### src/rtl/nbr_pkg.sv
// Shared types and constants for the 3x3 neighbourhood window fetcher.
// Slot order runs C, N, NE, E, SE, S, SW, W, NW around the centre pixel.
package nbr_pkg;

  typedef enum logic [1:0] {
    IDLE    = 2'd0,
    FETCH   = 2'd1,
    PRESENT = 2'd2,
    DONE    = 2'd3
  } state_t;

  localparam logic [3:0] SLOT_C  = 4'd0;
  localparam logic [3:0] SLOT_N  = 4'd1;
  localparam logic [3:0] SLOT_NE = 4'd2;
  localparam logic [3:0] SLOT_E  = 4'd3;
  localparam logic [3:0] SLOT_SE = 4'd4;
  localparam logic [3:0] SLOT_S  = 4'd5;
  localparam logic [3:0] SLOT_SW = 4'd6;
  localparam logic [3:0] SLOT_W  = 4'd7;
  localparam logic [3:0] SLOT_NW = 4'd8;

  localparam int NUM_SLOTS = 9;
  localparam int PIX_W     = 8;
  localparam int WIN_W     = 72;

  // Row and column offsets of each slot relative to the centre pixel.
  localparam logic signed [1:0] DR [NUM_SLOTS] = '{
    2'sd0, -2'sd1, -2'sd1, 2'sd0, 2'sd1, 2'sd1, 2'sd1, 2'sd0, -2'sd1
  };
  localparam logic signed [1:0] DC [NUM_SLOTS] = '{
    2'sd0, 2'sd0, 2'sd1, 2'sd1, 2'sd1, 2'sd0, -2'sd1, -2'sd1, -2'sd1
  };

  function automatic logic is_last_slot(input logic [3:0] k);
    return k == SLOT_NW;
  endfunction

endpackage

### src/rtl/nbr_window_fetch_if.sv
// RAM read port plus the downstream window valid/ready channel.
// master is the fetcher side, slave is the RAM/consumer side.
interface nbr_window_fetch_if #(
  parameter int AW = 7
) ();

  logic [AW-1:0]             rd_addr;
  logic [7:0]                rd_data;
  logic                      out_valid;
  logic                      out_ready;
  logic [nbr_pkg::WIN_W-1:0] out_window;
  logic [AW-1:0]             out_addr;
  logic                      out_last;

  modport master (
    output rd_addr,
    input  rd_data,
    output out_valid,
    input  out_ready,
    output out_window,
    output out_addr,
    output out_last
  );

  modport slave (
    input  rd_addr,
    output rd_data,
    input  out_valid,
    output out_ready,
    input  out_window,
    input  out_addr,
    input  out_last
  );

endinterface

### src/rtl/nbr_addr_gen.sv
// Combinational neighbour address for (row, col, slot k) with an out-of-image flag.
// Row/col are widened with a sign bit and a guard bit so both -1 and N are distinguishable.
module nbr_addr_gen
  import nbr_pkg::*;
#(
  parameter int N       = 8,
  parameter int bitSize = 6,
  localparam int RW     = $clog2(N),
  localparam int AW     = bitSize + 1
) (
  input  logic [RW-1:0] row,
  input  logic [RW-1:0] col,
  input  logic [3:0]    k,
  output logic [AW-1:0] addr,
  output logic          in_bounds
);

  localparam int SW = RW + 2;
  localparam logic signed [SW-1:0] LIM = SW'(N);
  localparam logic [AW-1:0] NA = AW'(N);

  logic signed [1:0]    dr;
  logic signed [1:0]    dc;
  logic signed [SW-1:0] rs;
  logic signed [SW-1:0] cs;
  logic                 row_ok;
  logic                 col_ok;

  always_comb begin
    dr = 2'sd0;
    dc = 2'sd0;
    if (k <= SLOT_NW) begin
      dr = DR[k];
      dc = DC[k];
    end
    rs = signed'({2'b00, row}) + SW'(dr);
    cs = signed'({2'b00, col}) + SW'(dc);
    row_ok    = !rs[SW-1] && (rs < LIM);
    col_ok    = !cs[SW-1] && (cs < LIM);
    in_bounds = row_ok && col_ok;
    addr      = AW'(unsigned'(rs)) * NA + AW'(unsigned'(cs));
  end

endmodule

### src/rtl/nbr_window_fetch.sv
// Raster-scans the N x N image, fetching nine neighbour pixels per centre (one per cycle),
// then presents the 72-bit window and holds it until out_ready; 10 cycles per pixel at full rate.
module nbr_window_fetch
  import nbr_pkg::*;
#(
  parameter int N       = 8,
  parameter int bitSize = 6
) (
  input  logic              clk,
  input  logic              rst,
  input  logic              start,
  output logic              busy,
  output logic              done,
  nbr_window_fetch_if.master bus
);

  localparam int RW = $clog2(N);
  localparam int AW = bitSize + 1;
  localparam logic [RW-1:0] COL_MAX = RW'(N - 1);
  localparam logic [AW-1:0] NA      = AW'(N);
  localparam logic [AW-1:0] LAST    = AW'(N * N - 1);

  state_t            state;
  state_t            state_n;
  logic [RW-1:0]     row;
  logic [RW-1:0]     col;
  logic [3:0]        k;
  logic [WIN_W-1:0]  gather_q;
  logic [WIN_W-1:0]  win_next;
  logic [WIN_W-1:0]  win_q;
  logic [AW-1:0]     addr_q;
  logic              last_q;
  logic [AW-1:0]     rd_addr_q;
  logic [AW-1:0]     rd_addr_c;
  logic [AW-1:0]     gen_addr;
  logic [AW-1:0]     pix_addr;
  logic              gen_inb;
  logic [PIX_W-1:0]  slot_dat;
  logic              fetch_end;
  logic              xfer;

  nbr_addr_gen #(
    .N       (N),
    .bitSize (bitSize)
  ) u_addr_gen (
    .row       (row),
    .col       (col),
    .k         (k),
    .addr      (gen_addr),
    .in_bounds (gen_inb)
  );

  assign pix_addr = AW'(row) * NA + AW'(col);

  always_comb begin
    state_n   = state;
    rd_addr_c = rd_addr_q;
    slot_dat  = gen_inb ? bus.rd_data : 8'h00;
    win_next  = gather_q;
    win_next[WIN_W-1 -: PIX_W] = slot_dat;
    fetch_end = (state == FETCH) && is_last_slot(k);
    xfer      = (state == PRESENT) && bus.out_ready;
    case (state)
      IDLE: begin
        if (start) state_n = FETCH;
      end
      FETCH: begin
        // Out-of-image slots leave the RAM address where it was.
        if (gen_inb) rd_addr_c = gen_addr;
        if (is_last_slot(k)) state_n = PRESENT;
      end
      PRESENT: begin
        if (bus.out_ready) state_n = last_q ? DONE : FETCH;
      end
      DONE: begin
        state_n = IDLE;
      end
      default: begin
        state_n = IDLE;
      end
    endcase
  end

  always_ff @(posedge clk) begin
    if (rst) begin
      state     <= IDLE;
      row       <= '0;
      col       <= '0;
      k         <= '0;
      gather_q  <= '0;
      win_q     <= '0;
      addr_q    <= '0;
      last_q    <= 1'b0;
      rd_addr_q <= '0;
    end else begin
      state     <= state_n;
      rd_addr_q <= rd_addr_c;
      case (state)
        IDLE: begin
          if (start) begin
            row <= '0;
            col <= '0;
            k   <= '0;
          end
        end
        FETCH: begin
          for (int i = 0; i < NUM_SLOTS; i++) begin
            if (k == 4'(i)) gather_q[PIX_W*i +: PIX_W] <= slot_dat;
          end
          if (fetch_end) begin
            k      <= '0;
            win_q  <= win_next;
            addr_q <= pix_addr;
            last_q <= (pix_addr == LAST);
          end else begin
            k <= k + 4'd1;
          end
        end
        PRESENT: begin
          if (xfer && !last_q) begin
            if (col == COL_MAX) begin
              col <= '0;
              row <= row + RW'(1);
            end else begin
              col <= col + RW'(1);
            end
          end
        end
        default: begin
        end
      endcase
    end
  end

  assign busy           = (state == FETCH) || (state == PRESENT);
  assign done           = (state == DONE);
  assign bus.rd_addr    = rd_addr_c;
  assign bus.out_valid  = (state == PRESENT);
  assign bus.out_window = win_q;
  assign bus.out_addr   = addr_q;
  assign bus.out_last   = last_q && (state == PRESENT);

endmodule

### src/flat_wrapper.sv
// flat-port wrapper written by rule: the top's interface ports become plain ports
module nbr_window_fetch_flat import nbr_pkg::*;
#(
  parameter int N       = 8,
  parameter int bitSize = 6
)
  (clk, rst, start, busy, done, bus_rd_addr, bus_rd_data, bus_out_valid, bus_out_ready, bus_out_window, bus_out_addr, bus_out_last);
  nbr_window_fetch_if #(.AW(((6) + 1))) bus_i ();
  input  logic clk;
  input  logic rst;
  input  logic start;
  output logic busy;
  output logic done;
  output wire logic [$bits(bus_i.rd_addr)-1:0] bus_rd_addr;
  input wire logic [$bits(bus_i.rd_data)-1:0] bus_rd_data;
  output wire logic [$bits(bus_i.out_valid)-1:0] bus_out_valid;
  input wire logic [$bits(bus_i.out_ready)-1:0] bus_out_ready;
  output wire logic [$bits(bus_i.out_window)-1:0] bus_out_window;
  output wire logic [$bits(bus_i.out_addr)-1:0] bus_out_addr;
  output wire logic [$bits(bus_i.out_last)-1:0] bus_out_last;
  assign bus_rd_addr = bus_i.rd_addr;
  assign bus_i.rd_data = bus_rd_data;
  assign bus_out_valid = bus_i.out_valid;
  assign bus_i.out_ready = bus_out_ready;
  assign bus_out_window = bus_i.out_window;
  assign bus_out_addr = bus_i.out_addr;
  assign bus_out_last = bus_i.out_last;
  nbr_window_fetch #(.N(N), .bitSize(bitSize)) u_core (.clk(clk), .rst(rst), .start(start), .busy(busy), .done(done), .bus(bus_i));
endmodule
### config.mk
export PLATFORM = sky130hd
export DESIGN_NAME = nbr_window_fetch_flat
export DESIGN_NICKNAME = d
export VERILOG_FILES = /design/src/rtl/nbr_pkg.sv /design/src/rtl/nbr_window_fetch_if.sv /design/src/rtl/nbr_addr_gen.sv /design/src/rtl/nbr_window_fetch.sv /design/src/flat_wrapper.sv
export SDC_FILE = /design/constraint.sdc
export NUM_CORES = 1
export LEC_CHECK = 0
export CORE_MARGIN = 2
export CORE_UTILIZATION = 55
export DETAILED_ROUTE_END_ITERATION = 6
export PLACE_DENSITY = 0.85
export RECOVER_POWER = 25
export SYNTH_ARGS = -nofsm -noshare
export SYNTH_HDL_FRONTEND = slang
export SYNTH_SLANG_ARGS = --single-unit
### constraint.sdc
create_clock -name clk -period 7.31 [get_ports clk]
set_clock_uncertainty 0.1 [all_clocks]
set_input_delay 0.731 -clock clk [delete_from_list [all_inputs] [get_ports clk]]
set_output_delay 0.731 -clock clk [all_outputs]
set_load 0.02 [all_outputs]
==> results.py, run 1 <==
metrics = {
    "timing": {
        "fin_tns_setup_ns": 0,
        "period_minus_slack_ns": 5.328,
        "period_share": 0.7289,
        "slew_headroom": -0.2217,
        "rsz0062_at_grt": "false",
        "worst_slew_pin_slew_ns": 1.833,
        "slew_violations": 44,
        "setup_viol": 0,
        "max_freq_mhz": 187.7,
        "hold_violations": 0,
    },
    "power_and_ir_drop": {
        "vdd_drop_max_uv": 216.4,
        "power_density_nw_per_um2": 262.2,
        "p_leak_nw": 3.072,
    },
    "logic_synthesis": {
        "yosys-top-cells-count": "nand2_1 (249), dfxtp_1 (162), a21oi_1 (158)",
        "syn_inst": 832,
        "syn_nets": 866,
        "yosys.area.top_type_share": 0.4695,
        "syn_area_per_cell_sq_um": 8.303,
        "yosys-top-cells-area": "dfxtp_1 (47%), nand2_1 (14%), a21oi_1 (11%)",
        "yosysTopAreaCell": "dfxtp_1",
        "synth-warning-count": 0,
        "ys_types": 48,
        "synth-main-ff-cell": "dfxtp_1",
        "synth.most_common_cell": "nand2_1",
        "seq_area_frac_synth": 0.4695,
        "synth_area_sq_um": 6908,
        "synthArstFlopShare": 0,
        "ys_ff_latch": 162,
        "synth_edf_count": 0,
    },
    "global_route": {
        "grt_pass1_vias": 5355,
        "grt_pass1_wl_mm": 25.97,
        "antenna_found_initial": 0,
        "grt_start_max_net_pins": 106,
        "overflow": 0,
        "track_usage": 0.2460,
    },
    "clock_tree": {
        "cts.sinks": 162,
        "post-cts-setup-buffer-count": 0,
        "cts_buffers": 17,
        "clock-root-buffer": "clkbuf_16",
        "insertion_delay_ns": 0.42,
        "cts.clk_slew.worst_paths_ns": 0.06,
        "htree_levels": 4,
        "cts.path.max_buffers": 2,
        "cts_resized": 0,
        "postCtsHoldBufs": 0,
        "cts_tree": "yes",
    },
    "place": {
        "io_buffers": 100,
        "globalplace.congestion": 0.8279,
        "dp_hpwl_mm": 9.970,
        "place_area_sq_um": 7849,
    },
    "critical_path": {
        "end_kind": "output pin",
        "worst-setup-path-type": "reg2out",
        "critical_path_peak_fanout": 73,
        "start_kind": "flip-flop",
        "critPathArrivalTime_ns": 4.50,
        "crit_required_ns": 6.48,
    },
    "drt": {
        "dr.pass1.iters": 7,
        "vias_per_cell": 5.620,
        "wl_mm": 16.08,
        "drtIter0Drc": 500,
        "detail_route.wl_per_cell_um": 15.05,
        "routed-via-count": 6008,
        "drc_errors": 0,
        "antenna_left": 0,
    },
    "floorplanning": {
        "die_h_um": 116.1,
        "fp.coreArea_sq_um": 12110,
        "die_x_um": 116.1,
        "ioPinCount": 102,
        "die_area_sq_um": 13470,
        "initial_core_util": 0.5704,
        "num_rows": 40,
    },
    "final_layout": {
        "multi_input_area_sq_um": 3313,
        "n_antenna_cell": 0,
        "drive_gt1_frac": 0.04883,
        "design_area_sq_um": 8361,
        "area_growth_pct": 21.03,
        "layout.area.seq_sq_um": 3243,
        "n_fill_cell": 996,
        "final_nets": 924,
    },
    "status": {
        "violations": "capacitance limit, slew limit",
        "status": "finished with violations",
    },
    "flow_run": {
        "drv_cap": 1,
    },
    "hold_path": {
        "hold_path_class": "reg2reg",
    },
}
==> area by class of cell <==
cell class | count | area share
Sequential cell | 162 | 0.3879
Timing Repair Buffer | 105 | 0.1235
Tap cell | 168 | 0.02514
Inverter | 9 | 0.004041
Clock buffer | 21 | 0.05627
Multi-Input combinational cell | 595 | 0.3963
Clock inverter | 9 | 0.006884
==> stage by stage <==
stage | power (mW) | setup WS (ns) | util | std cells | hold WS, ns
after floorplan | 1.289 | 3.350 | - | 832 | 0.3321
after global placement | 1.399 | 2.599 | 0.6480 | 1039 | 0.3375
after detailed placement | 1.410 | 2.456 | 0.6480 | 1039 | 0.3444
after CTS | 2.203 | 1.959 | 0.6916 | 1069 | 0.3527
after global routing | 2.294 | 1.717 | 0.6903 | 1069 | 0.3614
final | 2.192 | 1.982 | 0.6903 | 1069 | 0.3472
==> worst max-delay path, stage by stage, from the launching register on <==
cell	delay, ns
dfxtp_1	0.43
inv_1	0.15
ha_1	0.30
nand2_1	0.13
a21o_1	0.24
o21ai_0	0.13
ha_1	0.24
fa_1	0.43
nand2_1	0.10
o31ai_1	0.12
mux2i_4	0.29
buf_4	0.51
o21ai_0	0.25
nand2_1	0.14
clkdlybuf4s50_1	0.61
==> registers in the layout (all words and copies together), names as in the netlist <==
name                   flops
u_core.col                 3
u_core.bus.out_addr        6
u_core.bus.out_window     72
u_core.k                   4
u_core.last_q              1
u_core.rd_addr_q           7
u_core.state               2
u_core.row                 3
u_core.gather_q           64
==> routing by layer <==
metal	GRT usage	up-vias	wire length (um)	share of wire
met5	0	-	0	0
met4	0.09286	0	345	0.021
met1	0.3249	2771	7121	0.44
met3	0.05544	39	1104	0.069
li1	-	2981	-	-
met2	0.3957	217	7513	0.47
==> cell families after synthesis <==
family,synth area share
xor+xnor,0.007607
buf+inv,0.05126
other cells,0.0005429
mux,0.005071
flops,0.4695
compound gates,0.1386
simple gates,0.2855
fa+ha+maj,0.04202
==> worst paths after layout <==
| path | startpoint | end | depth (start not counted) | slack [ns] |
|---|---|---|---|---|
| worst min register to register | u_core.gather_q[24] | u_core.bus.out_window[24] | 2 | 0.35 |
| worst min-delay path | u_core.gather_q[24] | u_core.bus.out_window[24] | 2 | 0.35 |
| worst max register to register | u_core.k[1] | u_core.gather_q[1] | 13 | 3.49 |
| worst max-delay path | u_core.k[1] | bus_rd_addr[3] | 14 | 1.98 |
==> report_power, final <==
group	internal (mW)	switching, mW	total (mW)
sequential	0.916	0.0255	0.941
combinational	0.152	0.306	0.458
clock	0.455	0.338	0.793
total	1.52	0.670	2.19
==> placed cells by master, fill, tap and decap left out, drive strengths merged, types with 3 or more instances in the layout <==
master | Yosys | final
nand4b | 3 | 3
clkinv | 0 | 6
nor3 | 4 | 4
clkdlybuf4s50 | 0 | 44
and3 | 4 | 4
or4b | 57 | 57
ha | 20 | 20
buf | 15 | 5
inv | 9 | 10
a21oi | 159 | 159
a211oi | 3 | 3
nor2 | 14 | 14
or3 | 17 | 17
clkbuf | 51 | 22
nand2b | 7 | 7
o21ai | 9 | 9
nand3 | 14 | 14
dlygate4sd3 | 0 | 55
dfxtp | 162 | 162
nand4 | 3 | 3
nand2 | 249 | 249
xor2 | 4 | 4
(Power assumes the default switching activity.)
==> run 2: changes to the inputs <==
--- a/config.mk
+++ b/config.mk
@@ -6,9 +6,9 @@
 export NUM_CORES = 1
 export LEC_CHECK = 0
 export CORE_MARGIN = 2
-export CORE_UTILIZATION = 55
+export CORE_UTILIZATION = 49
 export DETAILED_ROUTE_END_ITERATION = 6
-export PLACE_DENSITY = 0.85
+export PLACE_DENSITY = 0.8
 export RECOVER_POWER = 25
 export SYNTH_ARGS = -nofsm -noshare
 export SYNTH_HDL_FRONTEND = slang
==> constraint.sdc (replaced) <==
create_clock -name clk -period 4.4 [get_ports clk]
set_clock_uncertainty 0.1 [all_clocks]
set_input_delay 0.44 -clock clk [delete_from_list [all_inputs] [get_ports clk]]
set_output_delay 0.44 -clock clk [all_outputs]
set_load 0.02 [all_outputs]
==> run 2 against run 1 <==
The flow now finishes without violations. Worst setup slack worse by 1.8 ns. Global-route usage is 2.0 points lower. Clock-buffer cell count is 1 lower. Sequential share of layout area is 0.55 points lower. Sequential power is 66% higher. Die area is 12% higher. Core utilization is 7.6 points lower. Critical path type unchanged. Critical endpoint is now bus_rd_addr[6]. Largest power group unchanged.
==> results.py, run 2 (synthesis results as in run 1) <==
metrics = {
    "status": {
        "status": "completed",
    },
    "floorplanning": {
        "die_h_um": 122.7,
        "die_area_sq_um": 15060,
        "ioPinCount": 102,
        "num_rows": 43,
        "fp.coreArea_sq_um": 13830,
        "die_x_um": 122.7,
        "initial_core_util": 0.4996,
    },
    "hold_path": {
        "hold_path_class": "reg2reg",
        "hold_start": "u_core.bus.out_window[68]",
        "hold_path_depth": 2,
        "whs_endpoint": "u_core.bus.out_window[68]",
    },
    "global_route": {
        "gr-max-usage-layer": "met2",
        "grt_pass1_wl_mm": 26.70,
        "grt_pass1_vias": 5455,
        "antenna_found_initial": 0,
        "grt_start_max_net_pins": 82,
        "track_usage": 0.2259,
        "grtUsageMet2": 0.3705,
        "overflow": 0,
        "grt_use_met1": 0.2846,
        "met3_usage": 0.06599,
    },
    "drt": {
        "detail_route.wl_per_cell_um": 15.13,
        "antenna_left": 0,
        "vias_per_cell": 5.450,
        "drc_errors": 0,
        "routed-via-count": 5919,
        "wl_mm": 16.43,
        "drtIter0Drc": 426,
        "dr.pass1.iters": 5,
    },
    "critical_path": {
        "slowest_delay_ns": 0.57,
        "crit_required_ns": 3.86,
        "reg2reg_to": "u_core.gather_q[46]",
        "crit_top_cell": "nand2_1",
        "rr_worst_depth": 13,
        "r2r-start": "u_core.k[1]",
        "worst-setup-path-type": "reg2out",
        "r2r_slack_ns": 0.83,
        "critPathArrivalTime_ns": 3.68,
        "slowest_stage": "or4_4",
        "crit_chain": "inv_1, ha_4, nand2b_1, a21o_1, o21ai_0, ha_1, fa_1, nand2_1, o211a_1, mux2i_4, or4_4, nand2_1, dlygate4sd2_1",
        "start_kind": "flip-flop",
        "critical_path_peak_fanout": 10,
        "end_kind": "output pin",
    },
    "final_layout": {
        "area_growth_pct": 22.88,
        "final_util": 0.6139,
        "layout_common_cells": "nand2_1 (249), dfxtp_1 (160), a21oi_1 (158), dlygate4sd3_1 (62), or4b_1 (56)",
        "final_common_cell": "nand2_1",
        "n_antenna_cell": 0,
        "final_nets": 930,
        "largest_reg_flops": 72,
        "drive_gt1_frac": 0.06291,
    },
    "power_and_ir_drop": {
        "vdd_drop_max_uv": 353.0,
        "power_density_nw_per_um2": 445.9,
        "p_leak_nw": 3.160,
        "power.total_mw": 3.785,
    },
    "timing": {
        "fin_tns_setup_ns": 0,
        "max_freq_mhz": 236.8,
        "setup_ws_ns": 0.1778,
        "worst_slew_pin_slew_ns": 1.068,
        "period_minus_slack_ns": 4.222,
        "hold_violations": 0,
        "timing.hold.ws_ns": 0.3473,
        "setup_viol": 0,
        "rsz0062_at_grt": "false",
        "period_share": 0.9596,
        "slew_violations": 0,
        "slew_headroom": 0.2837,
    },
    "clock_tree": {
        "htree_levels": 4,
        "cts_tree": "yes",
        "cts.sinks": 162,
        "cts_buffers": 17,
        "clock-root-buffer": "clkbuf_16",
        "cts.path.max_buffers": 2,
        "insertion_delay_ns": 0.43,
        "cts.clk_slew.worst_paths_ns": 0.06,
        "postCtsHoldBufs": 0,
    },
    "place": {
        "globalplace.congestion": 0.8362,
        "dp_hpwl_mm": 10.09,
        "dp_slack_ns": 0.08093,
        "io_buffers": 100,
    },
    "flow_run": {
        "drv_cap": 0,
    },
}
-- run 2: cell types whose count changed in the layout (fill, tap and decap cells not counted), sizes merged --
cell           change
bufinv             +2
clkdlybuf4s15      +1
clkbuf             -1
dlygate4sd3        +7
dlygate4sd2        +2
clkinv             -3
clkdlybuf4s50     -11
buf                +7
clkinvlp           +1
-- run 2: per-layer routing --
metal | vias to the layer above | share of wire
li1 | 2973 | -
met1 | 2761 | 0.44
met2 | 161 | 0.47
met3 | 24 | 0.070
met4 | 0 | 0.014
met5 | - | 0
-- run 2: what timing repair did --
item	in CTS	in global routing
pin swaps	1	0
setup endpoints to repair	7	4
resized for setup	9	5
setup buffers	2	0
-- run 2: worst max path at each step --
| stage | from | cells past startpoint | endpoint |
|---|---|---|---|
| after floorplan | u_core.k[1] | 14 | bus_rd_addr[6] |
| after global placement | u_core.k[1] | 13 | bus_rd_addr[6] |
| after detailed placement | u_core.k[1] | 13 | bus_rd_addr[6] |
| after CTS | u_core.k[1] | 15 | bus_rd_addr[5] |
| after global routing | u_core.k[1] | 14 | bus_rd_addr[4] |
| final | u_core.k[1] | 13 | bus_rd_addr[6] |
-- run 2: through the flow --
stage | cell area, sq um | instances
CTS | 8476 | 1086
finish | 8488 | 1086
global route | 8488 | 1086
detailed placement | 7894 | 1055
floorplan | 6908 | 832
global placement | 7894 | 1055
-- run 2: cell type report --
class | instances | area [sq um]
well taps | 180 | 225.2
clock inverters | 9 | 110.1
inverters | 9 | 33.78
repair buffers | 111 | 1074
clock buffers | 20 | 446.7
fillers | 1222 | 5339
multi-input cells | 595 | 3353
flip-flops and latches | 162 | 3246
-- run 2: power breakdown --
part	switching, mW	total [mW]	internal [mW]
Clock	0.578	1.42	0.840
Combinational	0.527	0.803	0.276
Sequential	0.0417	1.56	1.52
Total	1.15	3.78	2.64
-- run 2: critical path: cells and delay by family, from the launching register on --
kind | cells | cell delay, ns
compound gates | 3 | 0.45
flops | 1 | 0.39
fa+ha+maj | 3 | 0.93
buf+inv | 2 | 0.47
mux | 1 | 0.13
simple gates | 4 | 0.87
==> run 3: changes to the inputs <==
--- a/config.mk
+++ b/config.mk
@@ -5,10 +5,11 @@
 export SDC_FILE = /design/constraint.sdc
 export NUM_CORES = 1
 export LEC_CHECK = 0
+export ABC_AREA = 0
 export CORE_MARGIN = 2
 export CORE_UTILIZATION = 49
 export DETAILED_ROUTE_END_ITERATION = 6
-export PLACE_DENSITY = 0.8
+export PLACE_DENSITY_LB_ADDON = 0.08
 export RECOVER_POWER = 25
 export SYNTH_ARGS = -nofsm -noshare
 export SYNTH_HDL_FRONTEND = slang
==> run 3 against run 2 <==
Fmax rose by 0.34%. Worst setup slack improved by 0.014 ns. Clock power rose by 9%. Sequential share of layout area fell by 0.32 points. Hold slack got worse by 0.0027 ns. Non-clock buffer count did not move. Cell area rose by 0.84%. Global-route usage rose by 0.092 points. Clock-buffer cell count rose by 1. Sequential power barely moved. Core utilization rose by 0.52 points. Register-to-register slack got worse by 0.17 ns.
==> results.py, run 3 (synthesis results as in run 1) <==
metrics = {
    "status": {
        "status": "completed",
    },
    "power_and_ir_drop": {
        "p_leak_nw": 3.235,
        "internal_power_mw": 2.775,
        "power_density_nw_per_um2": 457.8,
        "vdd_drop_max_uv": 312.7,
        "p_clk_frac": 0.397,
        "switching_share": 0.2918,
        "comb_power_share": 0.204,
        "p_sw_mw": 1.143,
        "seqPwrFrac": 0.400,
    },
    "timing": {
        "max_freq_mhz": 237.7,
        "period_minus_slack_ns": 4.208,
        "slew_headroom": 0.1071,
        "setup_viol": 0,
        "worst_slew_pin_slew_ns": 1.331,
        "fin_tns_setup_ns": 0,
        "timing.hold.ws_ns": 0.3446,
        "rsz0062_at_grt": "false",
        "period_share": 0.9563,
        "slew_violations": 0,
        "hold_violations": 0,
    },
    "final_layout": {
        "n_antenna_cell": 0,
        "final_common_cell": "nand2_1",
        "area_growth_pct": 23.91,
        "final_nets": 930,
        "multi_input_area_sq_um": 3346,
        "largest_reg_flops": 72,
        "drive_gt1_frac": 0.06828,
        "layout.area.seq_sq_um": 3246,
        "final_cell_count_no_fill": 1088,
        "layout_common_cells": "nand2_1 (249), dfxtp_1 (160), a21oi_1 (158), dlygate4sd3_1 (62), or4b_1 (56)",
        "n_fill_cell": 1162,
    },
    "clock_tree": {
        "cts.path.max_buffers": 2,
        "cts_buffers": 17,
        "cts_tree": "yes",
        "insertion_delay_ns": 0.42,
        "cts.sinks": 162,
        "cts.clk_slew.worst_paths_ns": 0.06,
        "htree_levels": 4,
        "postCtsHoldBufs": 0,
        "clock-root-buffer": "clkbuf_16",
    },
    "drt": {
        "wl_mm": 16.77,
        "detail_route.wl_per_cell_um": 15.41,
        "vias_per_cell": 5.453,
        "antenna_left": 0,
        "dr.pass1.iters": 5,
        "routed-via-count": 5933,
        "drtIter0Drc": 498,
        "drc_errors": 0,
    },
    "critical_path": {
        "end_kind": "output pin",
        "crit_required_ns": 3.86,
        "critPathArrivalTime_ns": 3.67,
        "worst-setup-path-type": "reg2out",
        "start_kind": "flip-flop",
        "critical_path_peak_fanout": 9,
    },
    "place": {
        "dp_hpwl_mm": 10.60,
        "globalplace.congestion": 0.7821,
        "io_buffers": 100,
        "post-place-cells": 1056,
    },
    "global_route": {
        "grt_pass1_wl_mm": 27.02,
        "grt_start_max_net_pins": 73,
        "track_usage": 0.2268,
        "grt_pass1_vias": 5507,
        "overflow": 0,
        "antenna_found_initial": 0,
    },
    "hold_path": {
        "hold_path_class": "reg2reg",
    },
    "floorplanning": {
        "ioPinCount": 102,
        "initial_core_util": 0.4996,
        "die_h_um": 122.7,
        "fp.coreArea_sq_um": 13830,
        "die_area_sq_um": 15060,
        "die_x_um": 122.7,
        "num_rows": 43,
    },
    "flow_run": {
        "drv_cap": 0,
    },
}
## run 3: stage by stage
| step | instance area (sq um) | worst slack, ns | total power, mW | util |
|---|---|---|---|---|
| detailed placement | 7914 | 0.07911 | 2.372 | 0.5723 |
| finish | 8559 | 0.1922 | 3.919 | 0.6190 |
| global placement | 7914 | 0.2807 | 2.343 | 0.5723 |
| CTS | 8543 | 0.001833 | 3.917 | 0.6179 |
| global route | 8559 | 0.005968 | 4.091 | 0.6190 |
| floorplan | 6908 | 0.7312 | 2.141 | - |
## run 3: routing by layer
| layer | vias up | routed length, um | global-route usage |
|---|---|---|---|
| met2 | 153 | 8159 | 0.3809 |
| met1 | 2772 | 7535 | 0.2879 |
| met3 | 22 | 753 | 0.04972 |
| met5 | - | 0 | 0 |
| li1 | 2986 | - | - |
| met4 | 0 | 322 | 0.07615 |
## run 3: final timing paths
path	start	end	slack, ns	cells after the start
worst max-delay path	u_core.k[1]	bus_rd_addr[2]	0.19	14
worst max register to register	u_core.k[1]	u_core.gather_q[21]	0.66	14
worst min register to register	u_core.bus.out_window[68]	u_core.bus.out_window[68]	0.34	2
worst min-delay path	u_core.bus.out_window[68]	u_core.bus.out_window[68]	0.34	2
## run 3: layout make-up
type | instances | share of cell area
timing repair buffer | 111 | 0.1264
clock inverter | 10 | 0.01827
inverter | 9 | 0.003947
tap | 180 | 0.02631
multi-input combinational | 595 | 0.3909
sequential | 162 | 0.3792
clock buffer | 21 | 0.05496
## run 3: repair_timing
action	4_1_cts	5_1_grt
buffers inserted	0	1
endpoints found under the setup margin	7	6
gates resized for setup	7	11
pin swaps	0	1
## run 3: power by group through the flow
stage | clock network (mW) | logic (mW) | registers [mW]
2_1_floorplan | 0 | 0.558 | 1.58
3_3_place_gp | 0 | 0.752 | 1.59
3_5_place_dp | 0 | 0.775 | 1.60
4_1_cts | 1.58 | 0.774 | 1.56
5_1_grt | 1.64 | 0.882 | 1.57
6_report | 1.55 | 0.798 | 1.57
## run 3: critical path: stages, from the launching register on
cell and delay [ns]:
dfxtp_2 0.40, inv_1 0.12, ha_1 0.31, nand2b_1 0.07, a21o_4 0.23, o21ai_0 0.09
ha_1 0.24, fa_2 0.25, nand2_1 0.08, o31ai_2 0.33, mux2i_4 0.18, buf_4 0.18
or4b_4 0.54, nand2_1 0.09, clkbuf_2 0.16
==> RTL edit 1: new RTL, flow settings as in run 2 <==
Re-encode `state_t` (4 states) as Gray code, 2 bits wide.
--- a/src/rtl/nbr_pkg.sv
+++ b/src/rtl/nbr_pkg.sv
@@ -4,8 +4,8 @@
 
   typedef enum logic [1:0] {
-    IDLE    = 2'd0,
-    FETCH   = 2'd1,
-    PRESENT = 2'd2,
-    DONE    = 2'd3
+    IDLE    = 2'b00,
+    FETCH   = 2'b01,
+    PRESENT = 2'b11,
+    DONE    = 2'b10
   } state_t;
 
Check against the original RTL: same outputs for any inputs over 10 cycles, from zero or initial values and one cycle with rst high; not proved beyond that.
==> RTL edit 1 against run 2 <==
The run now ends with max-capacitance violations, max-slew violations left; register-to-register slack worse by 0.20 ns; first-iteration DRC count up 19%; sequential cell count unchanged; wire length down 6.2%; via count down 8.7%; utilization up 2.0 points; cell count down 8.1%; synthesized area down 10%; worst setup slack worse by 0.037 ns; design area down 6.9%; highest routed layer unchanged.
Power is not compared: it rests on default switching activity, and its combinational part moved more than twofold at a synthesized area within 25%.
==> RTL edit 1: results (changes against run 2) <==
* Met3 GRT Util at 0.04255 (-0.02343)
* Syn Inst Count at 724 (-13%)
* Met2 routed WL at 7.578 mm (-2.7%)
* RR Startpoint: u_core.k[0]
* Status: finished, violations left
* DR iter-0 viols at 508 (+19%)
* Multi-input combinational cell count at 504 (-15%)
* Setup ws final at 0.1403 ns (-0.03746 ns)
* Detailed Place HPWL at 10.48 mm (+3.8%)
* Crit path DAT at 3.72 ns (+0.04 ns)
* Placement Setup Slack at -0.01598 ns (-0.09691 ns)
* TritonRoute pass-1 iters at 4 (-1)
* M2 GR Usage at 0.3977 (+0.02716)
* Commonest cells in the synthesized netlist: nand2_1, dfxtp_1, a21oi_1, o21ai_0
* Part of the power in the clock network at 0.454
* FILL cells at 1,062 (-13%)
* WL met3 at 895 um (-22%)
* Largest cells by area after synthesis: dfxtp_1, nand2_1, a21oi_1
* CP peak stage delay at 0.54 ns (-0.03 ns)
* Count of non-CTS buffers in the layout at 115 (+3.6%)
* Violated checks: max-capacitance violations, max-slew violations
* Clock network area share at 0.06901 (+0.003414)
* Share of layout cells above drive strength 1 at 0.07627 (+0.01336)
* Post-Synth Adder-Cell Area at 0.03875 (-0.003273)
* Worst R2R Setup Slack at 0.63 ns (-0.20 ns)
* Vias in the first global route at 5,151 (-5.6%)
* Delay-heaviest family, CP: simple AND/OR/NAND/NOR gates
* Area share of xor/xnor cells in the synthesized design at 0.01070 (+0.003089)
* GPL Wtd Cong at 0.9051 (+8.2%)
* Inverters at 13 (+4)
* Register area at 3244 sq um (about the same)
* Global-route wire length before repair at 24.86 mm (-6.9%)
* WL met1 at 6.654 mm (-8.4%)
* Syn Nets at 754 (-13%)
* Area occupied by multi-input gates at 2756 sq um (-18%)
* Largest net degree at the start of global routing at 113 (+38%)
* Multiplexer share of the synthesized area at 0.008274 (+0.003203)
* CP endpoint: bus_rd_addr[2]
* Clock buffer cells at 19 (-5.0%)
* RR Endpoint: u_core.gather_q[14]
* Slew Limit Fails at 113 (+113)
* Crit path max fanout at 7 (-3)
* Count of cell types in the netlist at 46 (-4.2%)
* R2R depth at 15 (+2)
* GR Util met1 at 0.2990 (+0.01438)
* Via density at 5.414 (-0.67%)
* Hold_sp: u_core.bus.out_window[11]
* Worst Hold Endpoint: u_core.bus.out_window[11]
* Max-cap violations at 1 (+1)
* Signal buf overhead at 0.1385 (+0.01202)
* Dpl cells at 965 (-8.5%)
* Worst slew pin tran at 2.140 ns (+1.072 ns)
* Final nets at 843 (-9.4%)
RTL edit 1: what timing repair did:
item                                    4_1_cts  5_1_grt
resized for setup                            12        8
cloned                                        0        0
endpoints found under the hold margin         0        0
hold buffers                                  0        0
setup buffers                                 0        1
endpoints found under the setup margin        7        7
pin swaps                                     0        1
RTL edit 1: metrics by stage:
stage	hold slack (ns)	total power, mW	TNS, ns	area [sq um]	util
detailed placement	0.3421	1.668	-0.01598	7338	0.5887
global placement	0.3350	1.662	0	7338	0.5887
floorplan	0.3249	1.611	0	6200	-
CTS	0.3528	3.007	-0.04911	7884	0.6324
finish	0.3494	3.000	0	7905	0.6341
global route	0.3683	3.089	0	7905	0.6341
==> RTL edit 2: new RTL, config.mk and constraints of run 2 <==
Made on the original files. `N` is set to 8 in 3 places; all go to 4.
--- a/src/rtl/nbr_addr_gen.sv
+++ b/src/rtl/nbr_addr_gen.sv
@@ -4,5 +4,5 @@
   import nbr_pkg::*;
 #(
-  parameter int N       = 8,
+  parameter int N       = 4,
   parameter int bitSize = 6,
   localparam int RW     = $clog2(N),
--- a/src/rtl/nbr_window_fetch.sv
+++ b/src/rtl/nbr_window_fetch.sv
@@ -4,5 +4,5 @@
   import nbr_pkg::*;
 #(
-  parameter int N       = 8,
+  parameter int N       = 4,
   parameter int bitSize = 6
 ) (
--- a/src/flat_wrapper.sv
+++ b/src/flat_wrapper.sv
@@ -2,5 +2,5 @@
 module nbr_window_fetch_flat import nbr_pkg::*;
 #(
-  parameter int N       = 8,
+  parameter int N       = 4,
   parameter int bitSize = 6
 )
Behaviour: not the same (Yosys sat finds a counterexample within 10 cycles, from zero or initial values and one cycle with rst high).
==> RTL edit 2 against run 2 <==
Total power fell by 9.5%; worst hold slack improved by 0.0035 ns; design area fell by 5.9%; die area fell by 6.5%; synthesized cell count fell by 14%; sequential cell count fell by 4; wire length fell by 9.5%; global-route usage fell by 1.4 points; critical path depth fell by 1; synthesized area fell by 6.7%; worst setup slack got worse by 0.0041 ns; utilization rose by 1.4 points.
==> RTL edit 2: results (changes against run 2) <==
* Met3 GRT Util at 0.05212 (-0.01386)
* GPL Wtd Cong at 0.8169 (-2.3%)
* Average routed wire per standard cell at 15.60 um (+3.1%)
* Synth Cell Area at 6442 sq um (-6.7%)
* Signal buf overhead at 0.1296 (+0.003164)
* Total power at 3.425 mW (-9.5%)
* CP peak stage delay at 0.47 ns (-0.10 ns)
* Syn Inst Count at 712 (-14%)
* Worst hold slack at 0.3509 ns (+0.003537 ns)
* VDD IR max at 0.3123 mV (-12%)
* Status: completed
* Multi-input combinational area share at 0.3697 (-0.02539)
* WL met3 at 808 um (-30%)
* Placed Area at 7382 sq um (-6.5%)
* Seq/total area at 0.3964 (+0.01406)
* Detailed Place HPWL at 9.416 mm (-6.7%)
* # Post-CTS Setup Buffers at 0 (-2)
* GRT Total Usage at 0.2123 (-0.01359)
* Multi-input combinational cell count at 480 (-19%)
* Drt total wl at 14.87 mm (-9.5%)
* Share of layout cells above drive strength 1 at 0.07042 (+0.007509)
* Yosys reg bits at 158 (-2.5%)
* Via density at 5.576 (+2.3%)
* Sw Pwr at 881.4 uW (-23%)
* Final nets at 799 (-14%)
* Clock network area share at 0.07312 (+0.007522)
* GR Util met1 at 0.2647 (-0.01991)
## RTL edit 2: changes by cell type after synthesis, moves of 6 or more
cell / before / now
a21oi_1: 158 / 77
buf_1: 1 / 15
clkbuf_1: 51 / 39
mux2i_1: 1 / 11
nand2_1: 249 / 139
nand2b_1: 7 / 23
nand3b_1: 0 / 74
o21ai_0: 8 / 2
o31ai_1: 1 / 70
or3_1: 17 / 0
or4b_1: 56 / 0
## RTL edit 2: kinds of logic after synthesis
kind of cell	synth area share
buf+inv	0.05516
simple gates	0.2292
fa+ha+maj	0.03418
mux	0.02797
xor+xnor	0.002719
compound gates	0.1593
other cells	0.0005821
flops	0.4910
## RTL edit 2: worst paths after layout
check	from	end	slack, ns
setup reg to reg	u_core.k[1]	u_core.gather_q[24]	1.00
setup / recovery	u_core.k[0]	bus_rd_addr[3]	0.17
hold / removal	u_core.bus.out_window[46]	u_core.bus.out_window[46]	0.35
hold reg to reg	u_core.bus.out_window[46]	u_core.bus.out_window[46]	0.35
